File: src/rtl/console_adc_sched.sv
// console_adc_sched: host command decoder that schedules ADC configuration and conversion fs/fd handshakes.
// Optional watchdog on stalled handshakes is enabled by defining SCHED_TIMEOUT_EN.
module console_adc_sched #(
  parameter int unsigned PRESCALE = 100,
  parameter int unsigned TIMEOUT  = 65535,
  parameter int unsigned CNT_W    = 32
) (
  input  logic             clk,
  input  logic             rst,
  input  logic             com_valid,
  input  logic [15:0]      com_cmd,
  output logic             com_ready,
  output logic             fs_adc_conf,
  input  logic             fd_adc_conf,
  output logic             fs_adc_conv,
  input  logic             fd_adc_conv,
  input  logic [95:0]      adc_info,
  output logic             run,
  output logic             conf_ok,
  output logic [7:0]       link_mask,
  output logic [CNT_W-1:0] conv_cnt,
  output logic [7:0]       ovr_cnt,
  output logic [1:0]       err
);
  localparam int unsigned PW = (PRESCALE > 1) ? $clog2(PRESCALE) : 1;
  localparam logic [3:0] OP_CONF   = 4'd1;
  localparam logic [3:0] OP_START  = 4'd2;
  localparam logic [3:0] OP_STOP   = 4'd3;
  localparam logic [3:0] OP_SINGLE = 4'd4;

`ifdef SCHED_TIMEOUT_EN
  localparam int unsigned TW = (TIMEOUT > 1) ? $clog2(TIMEOUT + 1) : 1;
  typedef enum logic [2:0] {IDLE, CONF_REQ, CONF_REL, RUN_WAIT, CONV_REQ, CONV_REL, ERR_WAIT} state_t;
`else
  typedef enum logic [2:0] {IDLE, CONF_REQ, CONF_REL, RUN_WAIT, CONV_REQ, CONV_REL} state_t;
`endif

  state_t           state_q, state_d;
  logic             run_q, run_d;
  logic             conf_ok_q, conf_ok_d;
  logic [7:0]       link_mask_q, link_mask_d;
  logic [CNT_W-1:0] conv_cnt_q, conv_cnt_d;
  logic [7:0]       ovr_cnt_q, ovr_cnt_d;
  logic [1:0]       err_q, err_d;
  logic [11:0]      rate_q, rate_d;
  logic [11:0]      rcnt_q, rcnt_d;
  logic [PW-1:0]    pre_q, pre_d;
  logic             com_ready_q, com_ready_d;
  logic             fs_conf_q, fs_conf_d;
  logic             fs_conv_q, fs_conv_d;
`ifdef SCHED_TIMEOUT_EN
  logic [TW-1:0]    wdog_q, wdog_d;
`endif

  logic       accept;
  logic       bad_op;
  logic       restart;
  logic       tick;
  logic       pre_wrap;
  logic [3:0] opcode;
  logic [7:0] mask_new;
  logic       unused_ok;

  function automatic logic [7:0] sat_inc8(input logic [7:0] v);
    return (v == 8'hFF) ? v : v + 8'd1;
  endfunction

  assign opcode   = com_cmd[15:12];
  assign accept   = com_valid && com_ready_q;
  assign bad_op   = !(opcode inside {OP_CONF, OP_START, OP_STOP, OP_SINGLE});
  assign pre_wrap = (pre_q == PW'(PRESCALE - 1));
  assign tick     = run_q && pre_wrap && (rcnt_q == rate_q);

  // Two type bits per channel; channel 0 sits in the top pair and maps to mask bit 7.
  always_comb begin
    mask_new = '0;
    for (int j = 0; j < 8; j++) mask_new[j] = |adc_info[64 + 2*j +: 2];
  end

`ifdef SCHED_TIMEOUT_EN
  assign unused_ok = ^{adc_info[95:80], adc_info[63:0]};
`else
  assign unused_ok = ^{adc_info[95:80], adc_info[63:0], (TIMEOUT != 0)};
`endif

  always_comb begin
    state_d     = state_q;
    run_d       = run_q;
    conf_ok_d   = conf_ok_q;
    link_mask_d = link_mask_q;
    conv_cnt_d  = conv_cnt_q;
    ovr_cnt_d   = ovr_cnt_q;
    err_d       = err_q;
    rate_d      = rate_q;
    rcnt_d      = rcnt_q;
    pre_d       = pre_q;
    restart     = 1'b0;

    if (accept && bad_op) err_d = 2'd3;

    case (state_q)
      IDLE, RUN_WAIT: begin
        if (accept) begin
          case (opcode)
            OP_CONF: begin
              err_d       = 2'd0;
              run_d       = 1'b0;
              conf_ok_d   = 1'b0;
              link_mask_d = '0;
              state_d     = CONF_REQ;
            end
            OP_START: if (state_q == IDLE) begin
              if (!conf_ok_q) err_d = 2'd1;
              else begin
                run_d   = 1'b1;
                rate_d  = com_cmd[11:0];
                restart = 1'b1;
                state_d = RUN_WAIT;
              end
            end
            OP_STOP: if (state_q == RUN_WAIT) begin
              run_d   = 1'b0;
              state_d = IDLE;
            end
            OP_SINGLE: if (state_q == IDLE) begin
              if (!conf_ok_q) err_d = 2'd1;
              else            state_d = CONV_REQ;
            end
            default: ;
          endcase
        end
        // An accepted STOP or CONF has already moved the state, so a coincident tick is discarded.
        if (state_q == RUN_WAIT && state_d == RUN_WAIT && tick) state_d = CONV_REQ;
      end
      CONF_REQ: if (fd_adc_conf) state_d = CONF_REL;
      CONF_REL: if (!fd_adc_conf) begin
        link_mask_d = mask_new;
        conf_ok_d   = |mask_new;
        state_d     = IDLE;
      end
      CONV_REQ: begin
        if (tick) ovr_cnt_d = sat_inc8(ovr_cnt_q);
        if (fd_adc_conv) state_d = CONV_REL;
      end
      CONV_REL: begin
        if (tick) ovr_cnt_d = sat_inc8(ovr_cnt_q);
        if (!fd_adc_conv) begin
          conv_cnt_d = conv_cnt_q + CNT_W'(1);
          state_d    = run_q ? RUN_WAIT : IDLE;
        end
      end
`ifdef SCHED_TIMEOUT_EN
      ERR_WAIT: if (!fd_adc_conf && !fd_adc_conv) state_d = IDLE;
`endif
      default: state_d = IDLE;
    endcase

`ifdef SCHED_TIMEOUT_EN
    wdog_d = '0;
    if (state_q inside {CONF_REQ, CONF_REL, CONV_REQ, CONV_REL}) begin
      if (wdog_q == TW'(TIMEOUT - 1)) begin
        state_d = ERR_WAIT;
        err_d   = 2'd2;
        run_d   = 1'b0;
        if (state_q inside {CONF_REQ, CONF_REL}) conf_ok_d = 1'b0;
      end else if (state_d == state_q) begin
        wdog_d = wdog_q + TW'(1);
      end
    end
`endif

    if (restart || !run_d) begin
      pre_d  = '0;
      rcnt_d = '0;
    end else if (pre_wrap) begin
      pre_d  = '0;
      rcnt_d = (rcnt_q == rate_q) ? 12'd0 : rcnt_q + 12'd1;
    end else begin
      pre_d  = pre_q + PW'(1);
    end

    com_ready_d = (state_d == IDLE) || (state_d == RUN_WAIT);
    fs_conf_d   = (state_d == CONF_REQ);
    fs_conv_d   = (state_d == CONV_REQ);
  end

  always_ff @(posedge clk) begin
    if (rst) begin
      state_q     <= IDLE;
      run_q       <= 1'b0;
      conf_ok_q   <= 1'b0;
      link_mask_q <= '0;
      conv_cnt_q  <= '0;
      ovr_cnt_q   <= '0;
      err_q       <= '0;
      rate_q      <= '0;
      rcnt_q      <= '0;
      pre_q       <= '0;
      com_ready_q <= 1'b0;
      fs_conf_q   <= 1'b0;
      fs_conv_q   <= 1'b0;
`ifdef SCHED_TIMEOUT_EN
      wdog_q      <= '0;
`endif
    end else begin
      state_q     <= state_d;
      run_q       <= run_d;
      conf_ok_q   <= conf_ok_d;
      link_mask_q <= link_mask_d;
      conv_cnt_q  <= conv_cnt_d;
      ovr_cnt_q   <= ovr_cnt_d;
      err_q       <= err_d;
      rate_q      <= rate_d;
      rcnt_q      <= rcnt_d;
      pre_q       <= pre_d;
      com_ready_q <= com_ready_d;
      fs_conf_q   <= fs_conf_d;
      fs_conv_q   <= fs_conv_d;
`ifdef SCHED_TIMEOUT_EN
      wdog_q      <= wdog_d;
`endif
    end
  end

  assign com_ready   = com_ready_q;
  assign fs_adc_conf = fs_conf_q;
  assign fs_adc_conv = fs_conv_q;
  assign run         = run_q;
  assign conf_ok     = conf_ok_q;
  assign link_mask   = link_mask_q;
  assign conv_cnt    = conv_cnt_q;
  assign ovr_cnt     = ovr_cnt_q;
  assign err         = err_q;

endmodule

File: config.mk
export PLATFORM = sky130hd
export DESIGN_NAME = console_adc_sched
export DESIGN_NICKNAME = d
export VERILOG_FILES = /design/src/rtl/console_adc_sched.sv
export SDC_FILE = /design/constraint.sdc
export NUM_CORES = 1
export LEC_CHECK = 0
export ABC_AREA = 1
export BUFFER_PORTS_ARGS = -buffer_cell sky130_fd_sc_hd__buf_2
export CAP_MARGIN = 20
export CORE_MARGIN = 2
export CORE_UTILIZATION = 50
export CTS_CLUSTER_DIAMETER = 100
export CTS_CLUSTER_SIZE = 25
export DETAILED_ROUTE_END_ITERATION = 8
export HOLD_SLACK_MARGIN = 0.08
export PLACE_DENSITY = 0.88
export SLEW_MARGIN = 40
export SYNTH_ARGS = -nofsm -noshare
export SYNTH_HDL_FRONTEND = slang
export SYNTH_SLANG_ARGS = --single-unit
File: constraint.sdc
create_clock -name clk -period 2.3 [get_ports clk]
set_input_delay 0.115 -clock clk [delete_from_list [all_inputs] [get_ports clk]]
set_output_delay 0.115 -clock clk [all_outputs]
set_load 0.1 [all_outputs]
==> out/metrics.cfg, run 1 <==
[clocking]
clk_path_buf_depth=2
clock_sinks=89
cts_made_buffers=9
htreeDepth=3
cts_tree=built
cts_root_buffer=clkbuf_8
clkLatencyLatePin_ps=360
clk_pin_slew_ps=90

[critical_path]
crit_type=reg -> reg
worstPathCellList=ha_1, inv_1, nor3_2, nand3_2, nor3_1, nand4_1, nor2_1, nand3_1, a21oi_1
critical_path_peak_fanout=5
crit_required_ps=2580
crit_path_end_kind=flip-flop
max_stage_delay_ps=370
crit_path_top_delay_cell=dfxtp_1
start_kind=flip-flop
crit_start=pre_q[0]
r2r-start=pre_q[0]
crit_arrival_ps=2360

[final_layout]
fill_cells=757
antennaDiodeCount=0
fin_area_mm2=0.00553
layout_common_cells=133 x nand2_1, 93 x nor2_1, 91 x buf_2
drive_gt1_share_pct=20.0
finalNonFillerCells=884
final_common_cell=nand2_1
synthToLayoutAreaGrowth_pct=21.2
final_nets=892

[synth]
syn_inst=659
syn_area_mm2=0.00456
syn_area_per_cell_um2=6.93
yosysTopAreaCell=dfxtp_1
yosys_warnings=0
ys_seq_area_share_pct=39.0
ys_top_cells_by_area=dfxtp_1 39%, nand2_1 11%, nor2_1 7.6%
synthDistinctLibCells=39
syn_nets=780
yosys.area.top_type_share_pct=39.0
yosys_register_bits=89

[grt]
grt_max_degree=28
grt_pass1_wl_um=18300
grt_usage_pct=22.3
first_global_vias=4297
antenna_found_initial=0
grt_overflow_total=0

[sta]
tightest_slew_ps=504
timing.hold.ws_ps=113
drv_slew=0
rsz0062_at_grt=false
fin_setup_tns_ps=0
final_hold_viol_count=0
finalSetupViolCount=0
skew_ps=13.7
maxSlewHeadroom_pct=66.6
finalCriticalPeriod_ps=2070
finalCritPeriodShare_pct=90.2
fmax_ghz=0.482

[floorplanning]
num_rows=34
dieHeight_um=99.5
coreArea_mm2=0.00881
die-area_mm2=0.00991
fp.dieW_um=99.5
io_pins=172
initial_utilization_pct=51.8

[route]
vias=4560
viasPerCell=5.16
drt_iter0_markers=177
dr.pass1.iters=5
wirelength_um=10900
drc=0
wire_per_inst_um=12.3
postRouteAntennaNets=0

[run_status]
status=finished, final reports clean

[place]
post_dp_cell_area_mm2=0.00516
hpwl_um=7830
port_buffers=91
place_inst=854
gp_congestion=0.930

[power]
total_power_mw=2.98
pwr_density_cell_mw_per_mm2=538
vdd_ir_drop_max_mv=0.325
leakage_nw=2.49

[min_path]
holdCritStartpoint=com_cmd[10]
hp-class=in -> reg

[job]
cap_violations=0

## metrics by stage
stage	util [%]	setup WS, ps
after floorplan	-	3.53
after global placement	58.6	194
after global routing	62.8	8.03
final	62.8	226
after CTS	62.6	27.6
after detailed placement	58.6	107
## path summary, 6_finish.rpt
kind	end	slack (ps)	depth (start not counted)
worst max-delay path	rcnt_q[10]	230	9
worst min-delay path	rate_q[10]	110	3
worst max register to register	rcnt_q[10]	230	9
worst min register to register	pre_q[0]	460	1
## flip-flops by register name, indices dropped and copies added, names as in the netlist
name	cells
fs_adc_conf	1
fs_adc_conv	1
link_mask	8
pre_q	7
err	2
rcnt_q	12
conf_ok	1
com_ready	1
rate_q	12
conv_cnt	32
state_q	3
run	1
ovr_cnt	8
## critical path, delay by kind of cell, from the launching register on
kind,cells,cell delay [ps]
adder cells (fa/ha/maj),1,190
buffers and inverters,1,60
flip-flops,1,370
AO/OA/AOI/OAI,1,190
AND/OR/NAND/NOR,6,1190
## layer usage
metal,wire length [um],share of wire [%],track usage (%),vias up
met5,0,0,0,-
met4,178,1.6,7.06,0
met3,701,6.4,6.18,18
met2,5130,47,38.5,125
met1,4890,45,27.1,2061
li1,-,-,-,2356
## synthesized netlist by cell type, drive strengths merged
master / n
nand2: 139
o21ai: 52
a221oi: 1
ha: 4
a211oi: 3
buf: 4
nor3: 23
o21a: 2
a21boi: 1
clkbuf: 7
clkinv: 1
and3: 2
nand3: 26
nor3b: 4
o22ai: 1
o211a: 9
or2: 5
a22oi: 1
xor2: 13
inv: 97
nor2: 102
xnor2: 8
o211ai: 1
nor4: 6
nand4: 16
a21oi: 42
dfxtp: 89
## power by group
group	internal (mW)	leakage, nW	switching [mW]
logic	0.0683	1.66	0.144
clock network	0.650	0.114	0.562
registers	1.55	0.718	0.00618
## what timing repair did
item,4_1_cts,5_1_grt
setup endpoints to repair,0,17
resized for setup,0,2
hold endpoints to repair,14,0
buffers inserted,0,1
hold buffers,12,0
## cell type report
type / instances / area, um^2 / area share (%)
multi-input combinational: 462 / 2380 / 43.0
sequential: 89 / 1790 / 32.3
timing repair buffer: 111 / 636 / 11.5
inverter: 98 / 368 / 6.65
clock buffer: 11 / 141 / 2.56
tap: 108 / 135 / 2.44
clock inverter: 5 / 86.3 / 1.56
## logic make-up (layout without fill, tap and decap cells)
| logic type | Yosys count | count (layout) | synth area share [%] |
|---|---|---|---|
| buffers and inverters | 109 | 225 | 9.13 |
| AND/OR/NAND/NOR | 323 | 324 | 32.7 |
| AO/OA/AOI/OAI | 113 | 113 | 14.0 |
| adder cells (fa/ha/maj) | 4 | 4 | 1.10 |
| XOR/XNOR | 21 | 21 | 4.03 |
| flip-flops | 89 | 89 | 39.0 |
(Power assumes the default switching activity.)
==> run 2, diff against run 1 <==
--- a/config.mk
+++ b/config.mk
@@ -15,6 +15,7 @@
 export DETAILED_ROUTE_END_ITERATION = 8
 export HOLD_SLACK_MARGIN = 0.08
 export PLACE_DENSITY = 0.88
+export REMOVE_ABC_BUFFERS = 1
 export SLEW_MARGIN = 40
 export SYNTH_ARGS = -nofsm -noshare
 export SYNTH_HDL_FRONTEND = slang
==> run 2 against run 1 <==
  * Worst hold slack lost 20 ps
  * Non-clock buffer count shrank 2
  * Fmax shrank 8.0%
  * Via count shrank 1.7%
  * Routed wire length shrank 2.2%
  * Combinational power is essentially flat
  * Critical path depth grew 2
  * Sequential power is essentially flat
  * Worst setup slack lost 180 ps
  * Sequential cell count is the same
  * Count of clock-buffer cells in the layout grew 1
  * Final area shrank 0.84%
  * Critical path type unchanged
==> out/metrics.cfg, run 2 (synthesized netlist as in run 1, its figures left out) <==
[grt]
busiest_layer=met2
grt_overflow_total=0  ; unchanged
grt_usage_pct=21.9  ; -0.45 points
use_met1_pct=27.0  ; -0.060 points
grt_pass1_wl_um=18100  ; -1.2%
met3_usage_pct=5.62  ; -0.56 points
antenna_found_initial=0  ; unchanged
grtUsageMet2_pct=38.2  ; -0.31 points
first_global_vias=4238  ; -1.4%
grt_max_degree=20  ; -29%

[final_layout]
final_common_cell=nand2_1
fin_area_mm2=0.00549  ; -0.84%
synthToLayoutAreaGrowth_pct=20.2
utilization_pct=62.3  ; -0.53 points
fill_cells=787  ; +4.0%
final-seq-area_mm2=0.00178  ; -0.21%
drive_gt1_share_pct=19.1  ; -0.83 points
multi_input_area_mm2=0.00237  ; -0.42%
final_nets=889  ; -0.34%
layout_common_cells=133 x nand2_1, 93 x nor2_1, 91 x buf_2
finalNonFillerCells=881  ; -0.34%
largest_register_ffs=32  ; unchanged
antennaDiodeCount=0  ; unchanged

[floorplanning]
dieHeight_um=99.5  ; unchanged
die-area_mm2=0.00991  ; unchanged
io_pins=172  ; unchanged
initial_utilization_pct=51.8  ; unchanged
fp.dieW_um=99.5  ; unchanged
coreArea_mm2=0.00881  ; unchanged
num_rows=34  ; unchanged

[clocking]
clk_pin_slew_ps=90  ; about the same
cts_made_buffers=9  ; unchanged
cts_tree=built
clkLatencyLatePin_ps=360  ; about the same
cts_root_buffer=clkbuf_8
htreeDepth=3  ; unchanged
clock_sinks=89  ; unchanged
clk_path_buf_depth=2  ; unchanged

[critical_path]
critPathTopFamily=simple AND/OR/NAND/NOR gates
crit_buf_inv=3  ; +2
crit_type=reg -> reg
crit_path_frequent_cell=inv_1
crit_path_top_delay_cell=dfxtp_1
max_stage_delay_ps=360  ; about the same
crit_path_end_kind=flip-flop
start_kind=flip-flop
crit_start=pre_q[0]
critical_path_peak_fanout=9  ; +4
worstPathCellList=ha_1, inv_1, nor3_1, nand3_2, buf_4, inv_1, nand3_1, nor2_1, nand4_1, or2_2, a21oi_1
crit_arrival_ps=2550  ; +190 ps
r2r-start=pre_q[0]
crit_required_ps=2590  ; about the same

[sta]
final_hold_viol_count=0  ; unchanged
fmax_ghz=0.444  ; -8.0%
rsz0062_at_grt=true
drv_slew=0  ; unchanged
finalCriticalPeriod_ps=2250  ; +180 ps
tightest_slew_ps=544  ; +40.4 ps
setup_ws_ps=45.8  ; -180 ps
finalCritPeriodShare_pct=98.0  ; +7.8 points
maxSlewHeadroom_pct=63.7  ; -3.0 points
timing.hold.ws_ps=93.1  ; -19.6 ps
finalSetupViolCount=0  ; unchanged
skew_ps=12.1  ; -1.60 ps
fin_setup_tns_ps=0  ; unchanged

[route]
wirelength_um=10700  ; -2.2%
dr.pass1.iters=4  ; -1
vias=4481  ; -1.7%
drt_iter0_markers=190  ; +7.3%
wire_per_inst_um=12.1  ; -1.8%
viasPerCell=5.09  ; -1.4%
postRouteAntennaNets=0  ; unchanged
drc=0  ; unchanged

[run_status]
status=finished, final reports clean

[power]
total_power_mw=2.93  ; -1.5%
netSwitchingFraction_pct=23.9  ; -0.027 points
p_comb_share_pct=7.2  ; about the same
p_int_mw=2.23  ; -1.5%
leakage_nw=2.47  ; -0.81%
pwr_density_cell_mw_per_mm2=535  ; -0.69%
seq_power_share_pct=53.0  ; +0.8 points
switching_power_uw=700  ; -1.6%
clkPwrFrac_pct=39.8  ; -0.9 points
vdd_ir_drop_max_mv=0.293  ; -9.9%

[place]
gp_congestion=0.890  ; -4.3%
pre_cts_slack_ps=97.1  ; -9.71 ps
hpwl_um=7880  ; +0.65%
post_dp_cell_area_mm2=0.00515  ; -0.22%
port_buffers=91  ; unchanged
place_inst=853  ; -0.12%

[min_path]
holdCritStartpoint=com_cmd[1]
hp-class=in -> reg

[job]
cap_violations=0  ; unchanged

-- run 2: repair_timing --
action / in CTS / in global routing
resized for setup: 0 / 1
hold endpoints to repair: 11 / 0
setup buffers: 0 / 1
hold buffers: 11 / 0
setup endpoints to repair: 0 / 14
-- run 2: power by group through the flow --
| stage | clock network (mW) | logic (mW) | registers [mW] |
|---|---|---|---|
| after floorplan | 0 | 0.0598 | 1.65 |
| after global placement | 0 | 0.191 | 1.59 |
| after detailed placement | 0 | 0.194 | 1.59 |
| after CTS | 1.19 | 0.209 | 1.56 |
| after global routing | 1.25 | 0.229 | 1.56 |
| final | 1.17 | 0.210 | 1.56 |
-- run 2: path summary, 6_finish.rpt --
kind,endpoint,slack [ps],cells after the start
setup reg to reg,rcnt_q[9],50,11
setup / recovery,rcnt_q[9],50,11
hold reg to reg,pre_q[0],450,1
hold / removal,rate_q[1],90,3
-- run 2: layout make-up --
cell class	count	area share, %
Multi-Input combinational cell	461	43.2
Sequential cell	89	32.5
Clock buffer	12	2.46
Clock inverter	4	1.41
Tap cell	108	2.46
Inverter	98	6.70
Timing Repair Buffer	109	11.3
-- run 2: layer usage --
metal	vias up	part of all wire [%]
li1	2350	-
met1	2013	47
met2	109	46
met3	9	5.7
met4	0	0.86
met5	-	0
-- run 2: worst register-to-register path: stages (launching register included) --
cell and delay [ps]:
dfxtp_1 360, ha_1 200, inv_1 50, nor3_1 270, nand3_2 240, buf_4 210, inv_1 90, nand3_1 110
nor2_1 140, nand4_1 110, or2_2 290, a21oi_1 110
==> run 3, diff against run 2 <==
--- a/config.mk
+++ b/config.mk
@@ -8,13 +8,14 @@
 export ABC_AREA = 1
 export BUFFER_PORTS_ARGS = -buffer_cell sky130_fd_sc_hd__buf_2
 export CAP_MARGIN = 20
+export CORE_ASPECT_RATIO = 0.9
 export CORE_MARGIN = 2
 export CORE_UTILIZATION = 50
 export CTS_CLUSTER_DIAMETER = 100
 export CTS_CLUSTER_SIZE = 25
 export DETAILED_ROUTE_END_ITERATION = 8
 export HOLD_SLACK_MARGIN = 0.08
-export PLACE_DENSITY = 0.88
+export PLACE_DENSITY = 0.86
 export REMOVE_ABC_BUFFERS = 1
 export SLEW_MARGIN = 40
 export SYNTH_ARGS = -nofsm -noshare
==> run 3 against run 2 <==
  * Final area grew 0.71%
  * Clock skew rose by 1.1 ps
  * Routed wire length is 4.3% higher
  * Worst setup slack better by 140 ps
  * Sequential power barely moved
  * Largest power group unchanged
  * First-iteration DRC count rose by 1.1%
  * Sequential share of layout area down 0.23 points
  * Core utilization is 0.92 points lower
  * Highest routed layer unchanged
  * Fmax increased by 6.5%
==> out/metrics.cfg, run 3 (synthesized netlist as in run 1, its figures left out) <==
[run_status]
status=finished, final reports clean

[route]
viasPerCell=5.12  ; +0.63%
wire_per_inst_um=12.4  ; +2.6%
dr.pass1.iters=5  ; +1
wirelength_um=11100  ; +4.3%
postRouteAntennaNets=0  ; unchanged
drc=0  ; unchanged
drt_iter0_markers=192  ; +1.1%
vias=4581  ; +2.2%

[clocking]
htreeDepth=3  ; unchanged
clk_path_buf_depth=2  ; unchanged
cts_root_buffer=clkbuf_8
cts_made_buffers=9  ; unchanged
cts_tree=built
clkLatencyLatePin_ps=360  ; about the same
clk_pin_slew_ps=100  ; about the same
clock_sinks=89  ; unchanged

[grt]
grt_pass1_wl_um=18100  ; +0.34%
grt_overflow_total=0  ; unchanged
met3_usage_pct=3.93  ; -1.7 points
grt_usage_pct=22.3  ; +0.37 points
grt_max_degree=28  ; +40%
busiest_layer=met2
use_met1_pct=27.8  ; +0.84 points
first_global_vias=4109  ; -3.0%
antenna_found_initial=0  ; unchanged
grtUsageMet2_pct=38.9  ; +0.69 points

[final_layout]
antennaDiodeCount=0  ; unchanged
layout_common_cells=133 x nand2_1, 93 x nor2_1, 91 x buf_2
drive_gt1_share_pct=19.5  ; +0.39 points
fill_cells=824  ; +4.7%
largest_register_ffs=32  ; unchanged
utilization_pct=61.4  ; -0.92 points
final_nets=889  ; unchanged
final_common_cell=nand2_1
synthToLayoutAreaGrowth_pct=21.1

[power]
netSwitchingFraction_pct=24.3  ; +0.45 points
leakage_nw=2.47  ; about the same
vdd_ir_drop_max_mv=0.328  ; +12%
p_comb_share_pct=7.0  ; -0.2 points
pwr_density_cell_mw_per_mm2=542  ; +1.3%
switching_power_uw=727  ; +3.9%
p_int_mw=2.26  ; +1.4%
seq_power_share_pct=52.0  ; -1.0 points
clkPwrFrac_pct=41.0  ; +1.2 points

[critical_path]
reg2reg_depth=11  ; unchanged
start_kind=flip-flop
critical_path_peak_fanout=5  ; -4
r2r-start=pre_q[0]
crit_required_ps=2600  ; about the same
crit_type=reg -> reg
rrSetupSlack_ps=180  ; +140 ps
timing.rr.end=rcnt_q[9]
crit_path_end_kind=flip-flop
crit_arrival_ps=2420  ; -130 ps

[floorplanning]
num_rows=33  ; -2.9%
die-area_mm2=0.00991  ; about the same
fp.dieW_um=105  ; +5.2%
coreArea_mm2=0.00900  ; +2.2%
dieHeight_um=94.6  ; -4.9%
initial_utilization_pct=50.7  ; -1.1 points
io_pins=172  ; unchanged

[place]
hpwl_um=7890  ; about the same
port_buffers=91  ; unchanged
gp_congestion=0.885  ; -0.56%
pre_cts_slack_ps=89.7  ; -7.40 ps

[sta]
maxSlewHeadroom_pct=66.4  ; +2.7 points
tightest_slew_ps=508  ; -36.1 ps
setup_ws_ps=184  ; +138 ps
rsz0062_at_grt=false
finalCritPeriodShare_pct=92.0  ; -6.0 points
timing.hold.ws_ps=105  ; +11.7 ps
skew_ps=13.2  ; +1.13 ps
finalCriticalPeriod_ps=2120  ; -138 ps
fmax_ghz=0.472  ; +6.5%
final_hold_viol_count=0  ; unchanged
finalSetupViolCount=0  ; unchanged
drv_slew=0  ; unchanged

[min_path]
min_path_cells=3  ; unchanged
holdCritStartpoint=com_cmd[4]
hp-class=in -> reg
whs_endpoint=rate_q[4]

[job]
cap_violations=0  ; unchanged

[run 3: per-stage QoR]
stage / TNS [ps] / power (mW) / cells / area, um^2
floorplan: -7620 / 1.71 / 648 / 4520
global placement: 0 / 1.78 / 865 / 5150
detailed placement: 0 / 1.78 / 865 / 5150
CTS: 0 / 3.00 / 891 / 5480
global route: 0 / 3.09 / 895 / 5530
finish: 0 / 2.99 / 895 / 5530
[run 3: power groups by stage]
stage	clock (mW)	sequential (mW)	combinational (mW)
6_report	1.23	1.55	0.209
3_3_place_gp	0	1.59	0.190
4_1_cts	1.24	1.56	0.207
3_5_place_dp	0	1.59	0.193
5_1_grt	1.31	1.56	0.228
2_1_floorplan	0	1.65	0.0598
[run 3: per-layer routing]
metal	share of wire [%]	vias up
met4	1.9	0
met2	48	133
met5	0	-
met3	5.8	22
met1	44	2077
li1	-	2349
[run 3: cell type report]
type,count,area (um^2),share of cell area [%]
Multi-Input combinational cell,462,2390,43.2
Sequential cell,89,1780,32.2
Timing Repair Buffer,108,611,11.1
Inverter,98,368,6.66
Tap cell,122,153,2.76
Clock buffer,11,141,2.56
Clock inverter,5,85.1,1.54
[run 3: critical path, cell delays in order (launching register included)]
cell and delay (ps):
dfxtp_1 360, ha_1 200, inv_1 60, nor3_2 230, nand3_2 160, buf_4 160, inv_1 100, nand3_1 110
nor2_1 150, nand4_1 110, or2_2 290, a21oi_1 110
[run 3: worst max-delay path by stage]
| stage | from | end | slack [ps] | depth (start not counted) |
|---|---|---|---|---|
| finish | pre_q[0] | rcnt_q[9] | 180 | 11 |
| global route | pre_q[0] | fs_adc_conv | 7 | 13 |
| CTS | pre_q[0] | fs_adc_conv | 50 | 13 |
| detailed placement | pre_q[0] | ovr_cnt[6] | 90 | 11 |
| global placement | pre_q[0] | ovr_cnt[7] | 160 | 11 |
| floorplan | com_ready | rcnt_q[1] | -430 | 8 |
[run 3: timing repair]
| item | 4_1_cts | 5_1_grt |
|---|---|---|
| resized for setup | 0 | 3 |
| endpoints found under the hold margin | 10 | 1 |
| buffers inserted | 0 | 2 |
| setup endpoints to repair | 0 | 15 |
| hold buffers | 10 | 1 |
